File: config.mk
export PLATFORM = sky130hd
export DESIGN_NAME = incline_sat_avg_flat
export DESIGN_NICKNAME = d
export VERILOG_FILES = /design/src/rtl/incline_pkg.sv /design/src/rtl/incline_sat_avg_if.sv /design/src/rtl/incline_clamp.sv /design/src/rtl/incline_sat_avg.sv /design/src/flat_wrapper.sv
export SDC_FILE = /design/constraint.sdc
export NUM_CORES = 1
export LEC_CHECK = 0
export CORE_ASPECT_RATIO = 1.2
export CORE_MARGIN = 3
export CORE_UTILIZATION = 45
export CTS_CLUSTER_DIAMETER = 50
export DETAILED_ROUTE_END_ITERATION = 7
export PLACE_DENSITY = 0.66
export SLEW_MARGIN = 10
export SYNTH_ARGS = -nofsm -noshare
export SYNTH_HDL_FRONTEND = slang
export SYNTH_SLANG_ARGS = --single-unit
File: constraint.sdc
create_clock -name clk -period 5.9 [get_ports clk]
set_clock_uncertainty 0.1 [all_clocks]
set_input_delay 1.77 -clock clk [delete_from_list [all_inputs] [get_ports clk]]
set_output_delay 1.77 -clock clk [all_outputs]
set_load 0.1 [all_outputs]
File: src/rtl/incline_pkg.sv
// Shared definitions for the incline saturation / averaging path.
// Contents: default widths, FSM state type, clamp-limit helpers.
package incline_pkg;

  localparam int IN_W_D  = 13;
  localparam int OUT_W_D = 10;

  typedef enum logic {
    FILL = 1'b0,
    RUN  = 1'b1
  } state_t;

  // Largest positive value of a w-bit two's-complement number.
  function automatic int sat_max(int w);
    return (1 << (w - 1)) - 1;
  endfunction

  // Most negative value of a w-bit two's-complement number.
  function automatic int sat_min(int w);
    return -(1 << (w - 1));
  endfunction

endpackage

File: src/rtl/incline_sat_avg_if.sv
// Sample / result bundle between the inclinometer front-end (master)
// and the saturating averager (slave).
//   incline, incline_vld, flush, clr_sat : master -> slave
//   incline_sat, incline_avg, avg_vld, primed,
//   sat_hi, sat_lo, sat_cnt              : slave -> master
interface incline_sat_avg_if
  import incline_pkg::*;
#(
  parameter int IN_W  = IN_W_D,
  parameter int OUT_W = OUT_W_D,
  parameter int CNT_W = 8
);

  logic signed [IN_W-1:0]  incline;
  logic                    incline_vld;
  logic                    flush;
  logic                    clr_sat;
  logic signed [OUT_W-1:0] incline_sat;
  logic signed [OUT_W-1:0] incline_avg;
  logic                    avg_vld;
  logic                    primed;
  logic                    sat_hi;
  logic                    sat_lo;
  logic [CNT_W-1:0]        sat_cnt;

  modport master (
    output incline, incline_vld, flush, clr_sat,
    input  incline_sat, incline_avg, avg_vld, primed, sat_hi, sat_lo, sat_cnt
  );

  modport slave (
    input  incline, incline_vld, flush, clr_sat,
    output incline_sat, incline_avg, avg_vld, primed, sat_hi, sat_lo, sat_cnt
  );

endinterface

File: src/rtl/incline_clamp.sv
// Combinational signed clamp from IN_W to OUT_W bits.
//   din    : signed IN_W-bit input
//   dout   : din limited to [-2^(OUT_W-1), 2^(OUT_W-1)-1]
//   hi_evt : din was above the positive limit
//   lo_evt : din was below the negative limit
module incline_clamp
  import incline_pkg::*;
#(
  parameter int IN_W  = IN_W_D,
  parameter int OUT_W = OUT_W_D
) (
  input  logic signed [IN_W-1:0]  din,
  output logic signed [OUT_W-1:0] dout,
  output logic                    hi_evt,
  output logic                    lo_evt
);

  // Limits expressed at input width so the comparison is a plain signed one.
  localparam logic signed [IN_W-1:0] MAX_I = IN_W'(sat_max(OUT_W));
  localparam logic signed [IN_W-1:0] MIN_I = IN_W'(sat_min(OUT_W));

  assign hi_evt = (din > MAX_I);
  assign lo_evt = (din < MIN_I);

  // In range, the upper bits are pure sign extension, so truncation is exact.
  assign dout = hi_evt ? MAX_I[OUT_W-1:0] :
                lo_evt ? MIN_I[OUT_W-1:0] :
                         din[OUT_W-1:0];

endmodule

File: src/rtl/incline_sat_avg.sv
// Incline saturator with sticky saturation stats and a 2^LOG_N boxcar average.
//   clk, rst_n : clock, asynchronous active-low reset
//   bus        : slave side of incline_sat_avg_if (sample in, results out)
module incline_sat_avg
  import incline_pkg::*;
#(
  parameter int IN_W  = IN_W_D,
  parameter int OUT_W = OUT_W_D,
  parameter int LOG_N = 2,
  parameter int CNT_W = 8
) (
  input  logic       clk,
  input  logic       rst_n,
  incline_sat_avg_if.slave bus
);

  localparam int N     = 1 << LOG_N;
  localparam int SUM_W = OUT_W + LOG_N;
  localparam logic [LOG_N:0]   FILL_LAST = (LOG_N + 1)'(N - 1);
  localparam logic [CNT_W-1:0] CNT_MAX   = '1;

  if (IN_W <= OUT_W) begin : g_bad_width
    $error("incline_sat_avg: IN_W must exceed OUT_W");
  end
  if (LOG_N < 1 || LOG_N > 4) begin : g_bad_depth
    $error("incline_sat_avg: LOG_N must be within 1..4");
  end

  logic signed [OUT_W-1:0] clamp_val;
  logic                    hi_evt, lo_evt;

  incline_clamp #(.IN_W(IN_W), .OUT_W(OUT_W)) u_clamp (
    .din    (bus.incline),
    .dout   (clamp_val),
    .hi_evt (hi_evt),
    .lo_evt (lo_evt)
  );

  state_t                  state_q, state_nxt;
  logic signed [OUT_W-1:0] sat_q;
  logic signed [OUT_W-1:0] win_q [N];
  logic signed [SUM_W-1:0] sum_q;
  logic [LOG_N-1:0]        wr_ptr_q;
  logic [LOG_N:0]          fill_cnt_q;
  logic                    avg_vld_q, avg_vld_nxt;
  logic                    sat_hi_q, sat_lo_q;
  logic [CNT_W-1:0]        sat_cnt_q, cnt_base;

  // flush discards a coincident sample completely, stats included.
  logic take, evt;
  assign take = bus.incline_vld && !bus.flush;
  assign evt  = take && (hi_evt || lo_evt);

  // NOTE: every output of a combinational block gets a default first, so no
  // path leaves a variable unassigned and no latch is inferred.
  always_comb begin
    state_nxt   = state_q;
    avg_vld_nxt = 1'b0;
    if (bus.flush) begin
      state_nxt = FILL;
    end else if (bus.incline_vld) begin
      case (state_q)
        FILL: if (fill_cnt_q == FILL_LAST) begin
          state_nxt   = RUN;
          avg_vld_nxt = 1'b1;
        end
        RUN:  avg_vld_nxt = 1'b1;
        default: state_nxt = FILL;
      endcase
    end
  end

  // NOTE: sequential state uses non-blocking assignments so all registers
  // update together from pre-edge values, whatever the statement order.
  always_ff @(posedge clk or negedge rst_n) begin
    if (!rst_n) begin
      state_q   <= FILL;
      avg_vld_q <= 1'b0;
    end else begin
      state_q   <= state_nxt;
      avg_vld_q <= avg_vld_nxt;
    end
  end

  // NOTE: the window is only N words and must read as zero after reset for
  // the running sum to stay consistent, so it is reset like any register.
  always_ff @(posedge clk or negedge rst_n) begin
    if (!rst_n) begin
      for (int i = 0; i < N; i++) win_q[i] <= '0;
      sum_q      <= '0;
      wr_ptr_q   <= '0;
      fill_cnt_q <= '0;
    end else if (bus.flush) begin
      for (int i = 0; i < N; i++) win_q[i] <= '0;
      sum_q      <= '0;
      wr_ptr_q   <= '0;
      fill_cnt_q <= '0;
    end else if (bus.incline_vld) begin
      win_q[wr_ptr_q] <= clamp_val;
      // Add the newest sample, drop the one it overwrites; SUM_W bits hold
      // N full-scale samples, so this cannot wrap.
      sum_q <= sum_q
             + {{LOG_N{clamp_val[OUT_W-1]}}, clamp_val}
             - {{LOG_N{win_q[wr_ptr_q][OUT_W-1]}}, win_q[wr_ptr_q]};
      wr_ptr_q <= wr_ptr_q + LOG_N'(1);
      if (state_q == FILL) fill_cnt_q <= fill_cnt_q + (LOG_N + 1)'(1);
    end
  end

  // clr_sat clears first, then a coincident event is recorded on top of it.
  assign cnt_base = bus.clr_sat ? '0 : sat_cnt_q;

  always_ff @(posedge clk or negedge rst_n) begin
    if (!rst_n) begin
      sat_q     <= '0;
      sat_hi_q  <= 1'b0;
      sat_lo_q  <= 1'b0;
      sat_cnt_q <= '0;
    end else begin
      if (take) sat_q <= clamp_val;
      sat_hi_q  <= (sat_hi_q && !bus.clr_sat) || (evt && hi_evt);
      sat_lo_q  <= (sat_lo_q && !bus.clr_sat) || (evt && lo_evt);
      sat_cnt_q <= (evt && cnt_base != CNT_MAX) ? cnt_base + CNT_W'(1) : cnt_base;
    end
  end

  assign bus.incline_sat = sat_q;
  assign bus.incline_avg = OUT_W'(sum_q >>> LOG_N);   // floors toward -inf
  assign bus.avg_vld     = avg_vld_q;
  assign bus.primed      = (state_q == RUN);
  assign bus.sat_hi      = sat_hi_q;
  assign bus.sat_lo      = sat_lo_q;
  assign bus.sat_cnt     = sat_cnt_q;

endmodule

File: src/flat_wrapper.sv
// flat-port wrapper written by rule: the top's interface ports become plain ports
module incline_sat_avg_flat import incline_pkg::*;
#(
  parameter int IN_W  = IN_W_D,
  parameter int OUT_W = OUT_W_D,
  parameter int LOG_N = 2,
  parameter int CNT_W = 8
)
  (clk, rst_n, bus_incline, bus_incline_vld, bus_flush, bus_clr_sat, bus_incline_sat, bus_incline_avg, bus_avg_vld, bus_primed, bus_sat_hi, bus_sat_lo, bus_sat_cnt);
  incline_sat_avg_if #(.IN_W(IN_W), .OUT_W(OUT_W), .CNT_W(CNT_W)) bus_i ();
  input  logic clk;
  input  logic rst_n;
  input wire logic [$bits(bus_i.incline)-1:0] bus_incline;
  input wire logic [$bits(bus_i.incline_vld)-1:0] bus_incline_vld;
  input wire logic [$bits(bus_i.flush)-1:0] bus_flush;
  input wire logic [$bits(bus_i.clr_sat)-1:0] bus_clr_sat;
  output wire logic [$bits(bus_i.incline_sat)-1:0] bus_incline_sat;
  output wire logic [$bits(bus_i.incline_avg)-1:0] bus_incline_avg;
  output wire logic [$bits(bus_i.avg_vld)-1:0] bus_avg_vld;
  output wire logic [$bits(bus_i.primed)-1:0] bus_primed;
  output wire logic [$bits(bus_i.sat_hi)-1:0] bus_sat_hi;
  output wire logic [$bits(bus_i.sat_lo)-1:0] bus_sat_lo;
  output wire logic [$bits(bus_i.sat_cnt)-1:0] bus_sat_cnt;
  assign bus_i.incline = bus_incline;
  assign bus_i.incline_vld = bus_incline_vld;
  assign bus_i.flush = bus_flush;
  assign bus_i.clr_sat = bus_clr_sat;
  assign bus_incline_sat = bus_i.incline_sat;
  assign bus_incline_avg = bus_i.incline_avg;
  assign bus_avg_vld = bus_i.avg_vld;
  assign bus_primed = bus_i.primed;
  assign bus_sat_hi = bus_i.sat_hi;
  assign bus_sat_lo = bus_i.sat_lo;
  assign bus_sat_cnt = bus_i.sat_cnt;
  incline_sat_avg #(.IN_W(IN_W), .OUT_W(OUT_W), .LOG_N(LOG_N), .CNT_W(CNT_W)) u_core (.clk(clk), .rst_n(rst_n), .bus(bus_i));
endmodule
==> results of run 1 <==
## per-layer routing
| metal | share of wire, % | vias up | track usage (%) |
|---|---|---|---|
| met1 | 43 | 1672 | 23.8 |
| met3 | 4.3 | 13 | 2.05 |
| met5 | 0 | - | 0 |
| met2 | 51 | 94 | 33.6 |
| met4 | 2.2 | 0 | 9.14 |
| li1 | - | 1614 | - |
## state kept, by name, summed over array words and instances (netlist names)
register                flops
u_core.sum_q               12
u_core.bus.sat_lo           1
u_core.bus.sat_hi           1
u_core.bus.sat_cnt          8
u_core.fill_cnt_q           3
u_core.bus.avg_vld          1
u_core.bus.incline_sat     10
u_core.wr_ptr_q             2
u_core.win_q               40
u_core.bus.primed           1
## cells in the final DEF, fill, tap and decap left out, types with 3 or more instances in the layout
master and instances:
xor2_1 3, mux4_2 10, o211ai_1 3, dfrtp_1 79, a21o_1 8, clkdlybuf4s50_1 47
a211oi_1 4, o21a_1 6, fa_1 11, nand2b_1 4, clkbuf_16 9, nand2_1 54
nor2b_1 7, buf_4 6, mux2i_1 9, ha_1 19, nand3_1 31, inv_1 41
a22o_1 12, a21oi_1 39, nor2_1 30, xnor2_1 14, o21ai_0 16
## critical path: stages
cell and delay, ns:
clkdlybuf4s50_1 0.53, nand3_1 0.12, nand2_1 0.35, o21a_1 0.30, inv_1 0.10, fa_1 0.52
inv_1 0.07, fa_1 0.45, a21o_1 0.21, a221oi_1 0.41, o21ai_0 0.22, a221o_1 0.33
## cell type report
type / instances / area [um2]
Tap cell: 123 / 154
Timing Repair Buffer: 54 / 520
Inverter: 41 / 154
Multi-Input combinational cell: 304 / 2210
Clock inverter: 3 / 65.1
Sequential cell: 79 / 1980
Fill cell: 869 / 4330
Clock buffer: 13 / 260
## through the flow
step | instances | setup slack, ns | instance area (um2) | utilization, % | total power, mW
finish | 617 | 0.636 | 5340 | 55.2 | 2.22
CTS | 617 | 0.671 | 5340 | 55.2 | 2.24
detailed placement | 601 | 0.338 | 5010 | 51.9 | 1.62
floorplan | 458 | 1.09 | 4520 | - | 1.43
global placement | 601 | 0.446 | 5010 | 51.9 | 1.60
global route | 617 | 0.486 | 5340 | 55.2 | 2.34
## cell families (layout without fill, tap and decap cells)
logic type,after synthesis,in the layout,share of synthesized area (%)
AO/OA/AOI/OAI,98,98,13.9
XOR/XNOR,17,17,3.29
adder cells (fa/ha/maj),30,30,10.1
buffers and inverters,75,111,7.52
flip-flops,79,79,43.7
multiplexers,21,21,7.47
AND/OR/NAND/NOR,138,138,14.0
## final timing paths
kind | startpoint | slack (ns) | end | depth (start not counted)
setup / recovery | bus_incline[9] | 0.64 | u_core.sum_q[10]$_DFFE_PN0P_ | 12
hold / removal | u_core.bus.incline_sat[8]$_DFFE_PN0P_ | 0.38 | u_core.bus.incline_sat[8]$_DFFE_PN0P_ | 1
setup reg to reg | u_core.wr_ptr_q[0]$_DFFE_PN0P_ | 2.00 | u_core.sum_q[10]$_DFFE_PN0P_ | 8
hold reg to reg | u_core.bus.incline_sat[8]$_DFFE_PN0P_ | 0.38 | u_core.bus.incline_sat[8]$_DFFE_PN0P_ | 1
max in group asynchronous | rst_n | 3.53 | u_core.win_q[22]$_DFFE_PN0P_ | 1
min in group asynchronous | rst_n | 1.46 | u_core.fill_cnt_q[0]$_DFFE_PN0P_ | 1
## power by group through the flow
| stage | combinational [mW] | clock [mW] | sequential, mW |
|---|---|---|---|
| 4_1_cts | 0.968 | 0.622 | 0.646 |
| 2_1_floorplan | 0.714 | 0 | 0.721 |
| 5_1_grt | 1.05 | 0.642 | 0.652 |
| 3_3_place_gp | 0.950 | 0 | 0.655 |
| 6_report | 0.969 | 0.610 | 0.645 |
| 3_5_place_dp | 0.960 | 0 | 0.655 |
==> results.txt, run 1 <==
* Power Dens Cells: 417 nW/um2
- After detailed routing, the average wire length per cell comes to 16.6 um.
- FMAX: 190 MHz
- The initial antenna violation count came to 0.
* First-pass iteration count of the detailed router: 6
* Cell types occupying the most area after synthesis: dfrtp_1 (44%), ha_1 (5.3%), mux4_2 (5.0%)
* Row count: 39
- Run status: finished clean
* Most used standard cell by instance count after synthesis: dfrtp_1
* Number of clock sinks: 79
- Counting I/O delays and the setup requirement, the final critical path takes 5.26 ns.
- Effective utilization at floorplan: 46.8%
- Mapped Nets: 506
* Final hold violation count: 0
- Dividing the detail-routed via count by the number of cells gives 5.50.
- For this run, the leading register cell type out of synthesis is dfrtp_1.
* Fraction of the cycle the final worst path needs: 89.2%
* Gpl congestion: 0.789
- In this run, the clock network consumes 27.4% of the power.
- Netlist area before placement: 4520 um2
- Post-CTS timing repair inserted 0 buffers for setup.
- Slew Viols, Final: 0
* Number of nets with antenna violations after routing: 0
- CTS built an H-tree with a depth of 3.
- Entering global routing, the biggest net connects 80 pins.
- Compared with the post-synthesis result, the final layout area differs by 18.0%.
- Data required time of the worst path: 6.02 ns
- IR analysis of the VDD net gives a maximum drop of 0.175 mV.
- Count of flip-flops with a built-in enable after synthesis: 0
- DRT Wirelength: 10200 um
* Share of total power in sequential cells: 29.0%
* Number of setup violations in the final report: 0
- Net switching is 40.8% of the power.
* Global Route Usage Sum: 19.1%
* Number of buffers inserted during clock tree synthesis: 9
- First-pass GRT wire length: 16800 um
- Sequential cells were found to cover 43.7% of the synthesized design area.
- No sink is reached through more buffers than the 2 on the longest clock path.
- Count of nets after finishing: 537
- The number of antenna diodes in the final layout is 0.
- The die is 116 um tall.
* Source-to-sink clock delay at the later pin of the worst-skew pair: 0.35 ns
* Post-CTS resize count: 0
* Library cell with the largest summed area after synthesis: dfrtp_1
- The tree is rooted in a clkbuf_16.
* Startpoint-to-endpoint class of the critical path: in2reg
* Remaining global-route overflow: 0
* Share of flip-flops with an asynchronous set or reset: 100%
* I/O pins: 50
* Pin slew with the least headroom to its limit: 1.02 ns
- Setup repair after global routing left no endpoint under its margin.
* CP startpoint kind: input port
- Hold buffer count at CTS: 0
* Synthesized instance count: 458
- Largest fanout on the critical path: 12
* Area inside the core boundary: 9660 um2
- Share of the synthesized area in the top cell type: 43.7%
- Synthesis inferred 79 register bits.
- The number of global-route vias before repair came to 3413.
- Floorplan die area: 11300 um2
* Port Buf Inserts: 49
- Total number of vias: 3393
- Maxcap violations: 0
* Synth warn: 0
* Post-DP HPWL: 7180 um
- Hold is met by 0.376 ns.
* CTS tree: done
- Per report_power, the combinational group accounts for 43.6% of the total.
- Internal portion of total power: 1.32 mW
- Total negative setup slack: 0 ns
- The worst hold path belongs to the class reg2reg.
- Proportion of layout cells with a drive suffix above 1: 7.89%
- X dimension of the die: 97.5 um
* Avg Synthesized Cell Area: 9.88 um2
- Ranked by instance count, the synthesized netlist is headed by dfrtp_1 (79), nand2_1 (54), inv_1 (41).
* Headroom to the max-slew limit: 32.0%
* Residual DRC count: 0
- The analysis attributes to net switching a power of 0.907 mW.
* Clock transition at the registers of the reported paths: 0.05 ns
* Violation count after the first detailed-route iteration: 156
- Count of unique library cells instantiated by Yosys: 43
- At the worst endpoint, the arrival time is 5.39 ns.
* Category of the worst setup path capture point: flip-flop
- In this run the static leakage power is 2.39 nW.
Power figures use the tool's default switching activity.
==> run 2: changes to the inputs <==
SKIP_LAST_GASP = 1   (was unset)
==> results of run 2 <==
The final DEF is identical to that of run 1; final timing and power are the same.
==> run 3: changes to the inputs <==
MAX_ROUTING_LAYER = met4   (was unset)
==> run 3 against run 2 <==
Final cell count did not move; global-route usage up 0.58 points; register-to-register slack barely moved; core utilization stayed put; maximum frequency up 0.13%; die area is the same; combinational power about the same; non-clock buffer count is the same; count of clock-buffer cells in the layout did not move; clock power about the same; via count shrank 0.24%; sequential share of layout area did not move.
==> results.txt, run 3 (synthesis gave the netlist of run 1 again) <==
- The number of global-route vias before repair was 3407 (was 3413).
- Clock transition at the registers of the reported paths: 0.05 ns (about the same)
* Post-DP HPWL: 7180 um (unchanged)
- The count of inserted antenna diode cells is 0 (unchanged).
- Internal portion of total power: 1.32 mW (about the same)
- The clock latency on the worst-skew pair was 0.35 ns (about the same).
- The weighted congestion reported at the end of routability-driven placement was 0.800 (was 0.789).
* Net switching component of the power: 0.907 mW (about the same)
* Number of setup violations in the final report: 0 (unchanged)
- Floorplan die area: 11300 um2 (unchanged)
- FMAX: 190 MHz (about the same)
- The initial antenna violation count was 0 (unchanged).
- The total clock sinks came to 79 (unchanged).
* Most frequent standard cell in the layout excluding fill and tap cells: dfrtp_1 (unchanged)
* Residual DRC count: 0 (unchanged)
- The met3 wirelength from detailed routing was 422 um (was 441 um).
- The area growth from synthesis to final layout is 18.0% (unchanged).
- Power Dens Cells: 417 nW/um2 (about the same)
- Clock tree root buffer cell: clkbuf_16 (unchanged)
- The length of routed met2 wiring came to 5220 um (was 5200 um).
- H-tree level count: 3 (unchanged)
- The routed metal-1 wire length was 4360 um (was 4350 um).
- The biggest fanout along the worst timing path came to 12 (unchanged).
- Commonest cells after routing, fill and taps aside: dfrtp_1 (79), nand2_1 (54), clkdlybuf4s50_1 (47) (unchanged).
* Violation count after the first detailed-route iteration: 164 (was 156)
- Number of buffers inserted during clock tree synthesis: 9 (unchanged)
- The number of hold buffers added after cts came to 0 (unchanged).
* Critical path's largest stage delay: 0.53 ns (about the same)
- Post-CTS repair timing setup buffer count: 0 (unchanged)
- The largest net degree at the start of global routing came to 80 (unchanged).
- The via density per instance was 5.49 (was 5.50).
- The data arrival time at the worst-slack endpoint was 5.38 ns (was 5.39 ns).
* Post-CTS resize count: 0 (unchanged)
- The effective utilization at floorplan came to 46.8% (unchanged).
- The part of the cycle the worst path needs came to 89.1% (was 89.2%).
- The count of final max-slew check failures is 0 (unchanged).
- The sequential fraction of design power is 29.0% (about the same).
- Worst supply voltage drop on vdd: 0.174 mV (was 0.175 mV)
- DRT Wirelength: 10200 um (about the same)
* Most flop-heavy register: u_core.win_q (unchanged)
- Relative contribution of the clock network to total power: 27.4% (about the same)
- Share of total power consumed by net switching: 40.8% (about the same)
- The number of I/O port buffers came to 49 (unchanged).
- The clock tree from TritonCTS is done (unchanged).
- Final hold violation count: 0 (unchanged)
- The largest buffer count on any clock path came to 2 (unchanged).
- The remaining antenna violation count is 0 (unchanged).
- The setup TNS after final layout was 0 ns (unchanged).
- The overall overflow remaining after global route is 0 (unchanged).
- Data required time of the worst path: 6.02 ns (about the same)
* Top layer reached by signal wires: met4 (unchanged)
- The kind of critical path is in2reg (unchanged).
- Count of nets after finishing: 537 (unchanged)
- Run status: finished clean (unchanged).
- The number of vias in the routed layout came to 3385 (was 3393).
- The number of max-capacitance violations reported is 0 (unchanged).
* I/O pins: 50 (unchanged)
- Chip height: 116 um (unchanged)
- First-pass iteration count of the detailed router: 5 (was 6)
- Combinational fraction of design power: 43.6% (about the same)
* Critical path cell sequence: clkdlybuf4s50_1 -> nand3_1 -> nand2_1 -> o21a_1 -> inv_1 -> fa_1 -> inv_1 -> fa_1 -> a21o_1 -> a221oi_1 -> o21ai_0 -> a221o_1 (unchanged)
* Headroom to the max-slew limit: 31.8% (was 32.0%)
- The count of standard-cell rows is 39 (unchanged).
- The flip-flop count of the largest register after layout came to 40 (unchanged).
* RSZ-0062 raised after global routing: no (unchanged)
- Worst hold path class: reg2reg (unchanged)
- Proportion of layout cells with a drive suffix above 1: 7.89% (unchanged)
- The actual transition at the worst max-transition pin was 1.02 ns (about the same).
* Min Tclk post-route: 5.26 ns (about the same)
- The floorplan die width came to 97.5 um (unchanged).
* Drt wl/cell: 16.6 um (about the same)
- The leakage power came to 2.39 nW (unchanged).
* Global Route Usage Sum: 19.7% (was 19.1%)
- The area of the placeable core was 9660 um2 (unchanged).
- The first-pass GRT wire length came to 16800 um (about the same).
- The highest-delay cell along the critical path is clkdlybuf4s50_1 (unchanged).
- Category of the worst setup path capture point: flip-flop (unchanged)
- CP startpoint kind: input port (unchanged)
* Minimum hold slack: 0.376 ns (about the same)
-- run 3: through the flow --
step	cells	area (um2)	worst slack, ns	total power, mW	utilization [%]
6_report	617	5340	0.643	2.22	55.2
5_1_grt	617	5340	0.486	2.34	55.2
4_1_cts	617	5340	0.671	2.24	55.2
3_5_place_dp	601	5010	0.338	1.62	51.9
3_3_place_gp	601	5010	0.446	1.60	51.9
2_1_floorplan	458	4520	1.09	1.43	-
-- run 3: final timing paths --
path                                                    endpoint  cells after the start                                   from  slack, ns
hold / removal             u_core.bus.incline_sat[8]$_DFFE_PN0P_                      1  u_core.bus.incline_sat[8]$_DFFE_PN0P_       0.38
max in group asynchronous  u_core.bus.incline_sat[4]$_DFFE_PN0P_                      1                                  rst_n       3.53
min in group asynchronous       u_core.fill_cnt_q[0]$_DFFE_PN0P_                      1                                  rst_n       1.46
hold reg to reg            u_core.bus.incline_sat[8]$_DFFE_PN0P_                      1  u_core.bus.incline_sat[8]$_DFFE_PN0P_       0.38
setup reg to reg                    u_core.sum_q[10]$_DFFE_PN0P_                      8         u_core.wr_ptr_q[0]$_DFFE_PN0P_       2.01
setup / recovery                    u_core.sum_q[10]$_DFFE_PN0P_                     12                         bus_incline[9]       0.64
-- run 3: final cells by class --
type | count | area (um2)
inverter | 41 | 154
multi-input combinational | 304 | 2210
clock buffer | 13 | 260
timing repair buffer | 54 | 520
tap | 123 | 154
clock inverter | 3 | 65.1
sequential | 79 | 1980
fill | 869 | 4330
-- run 3: worst max-delay path, delay by kind of cell --
kind / cells / cell delay [ns]
AO/OA/AOI/OAI: 5 / 1.47
adder cells (fa/ha/maj): 2 / 0.97
buffers and inverters: 3 / 0.70
AND/OR/NAND/NOR: 2 / 0.48
-- run 3: layer usage --
metal	up-vias	GRT usage, %
met3	14	2.05
met1	1662	23.7
li1	1614	-
met5	-	-
met4	0	9.14
met2	95	33.6
-- run 3: power groups by stage --
| stage | Clock [mW] | Sequential (mW) | Combinational (mW) |
|---|---|---|---|
| 2_1_floorplan | 0 | 0.721 | 0.714 |
| 3_3_place_gp | 0 | 0.655 | 0.950 |
| 3_5_place_dp | 0 | 0.655 | 0.960 |
| 4_1_cts | 0.622 | 0.646 | 0.968 |
| 5_1_grt | 0.641 | 0.652 | 1.05 |
| 6_report | 0.610 | 0.645 | 0.969 |
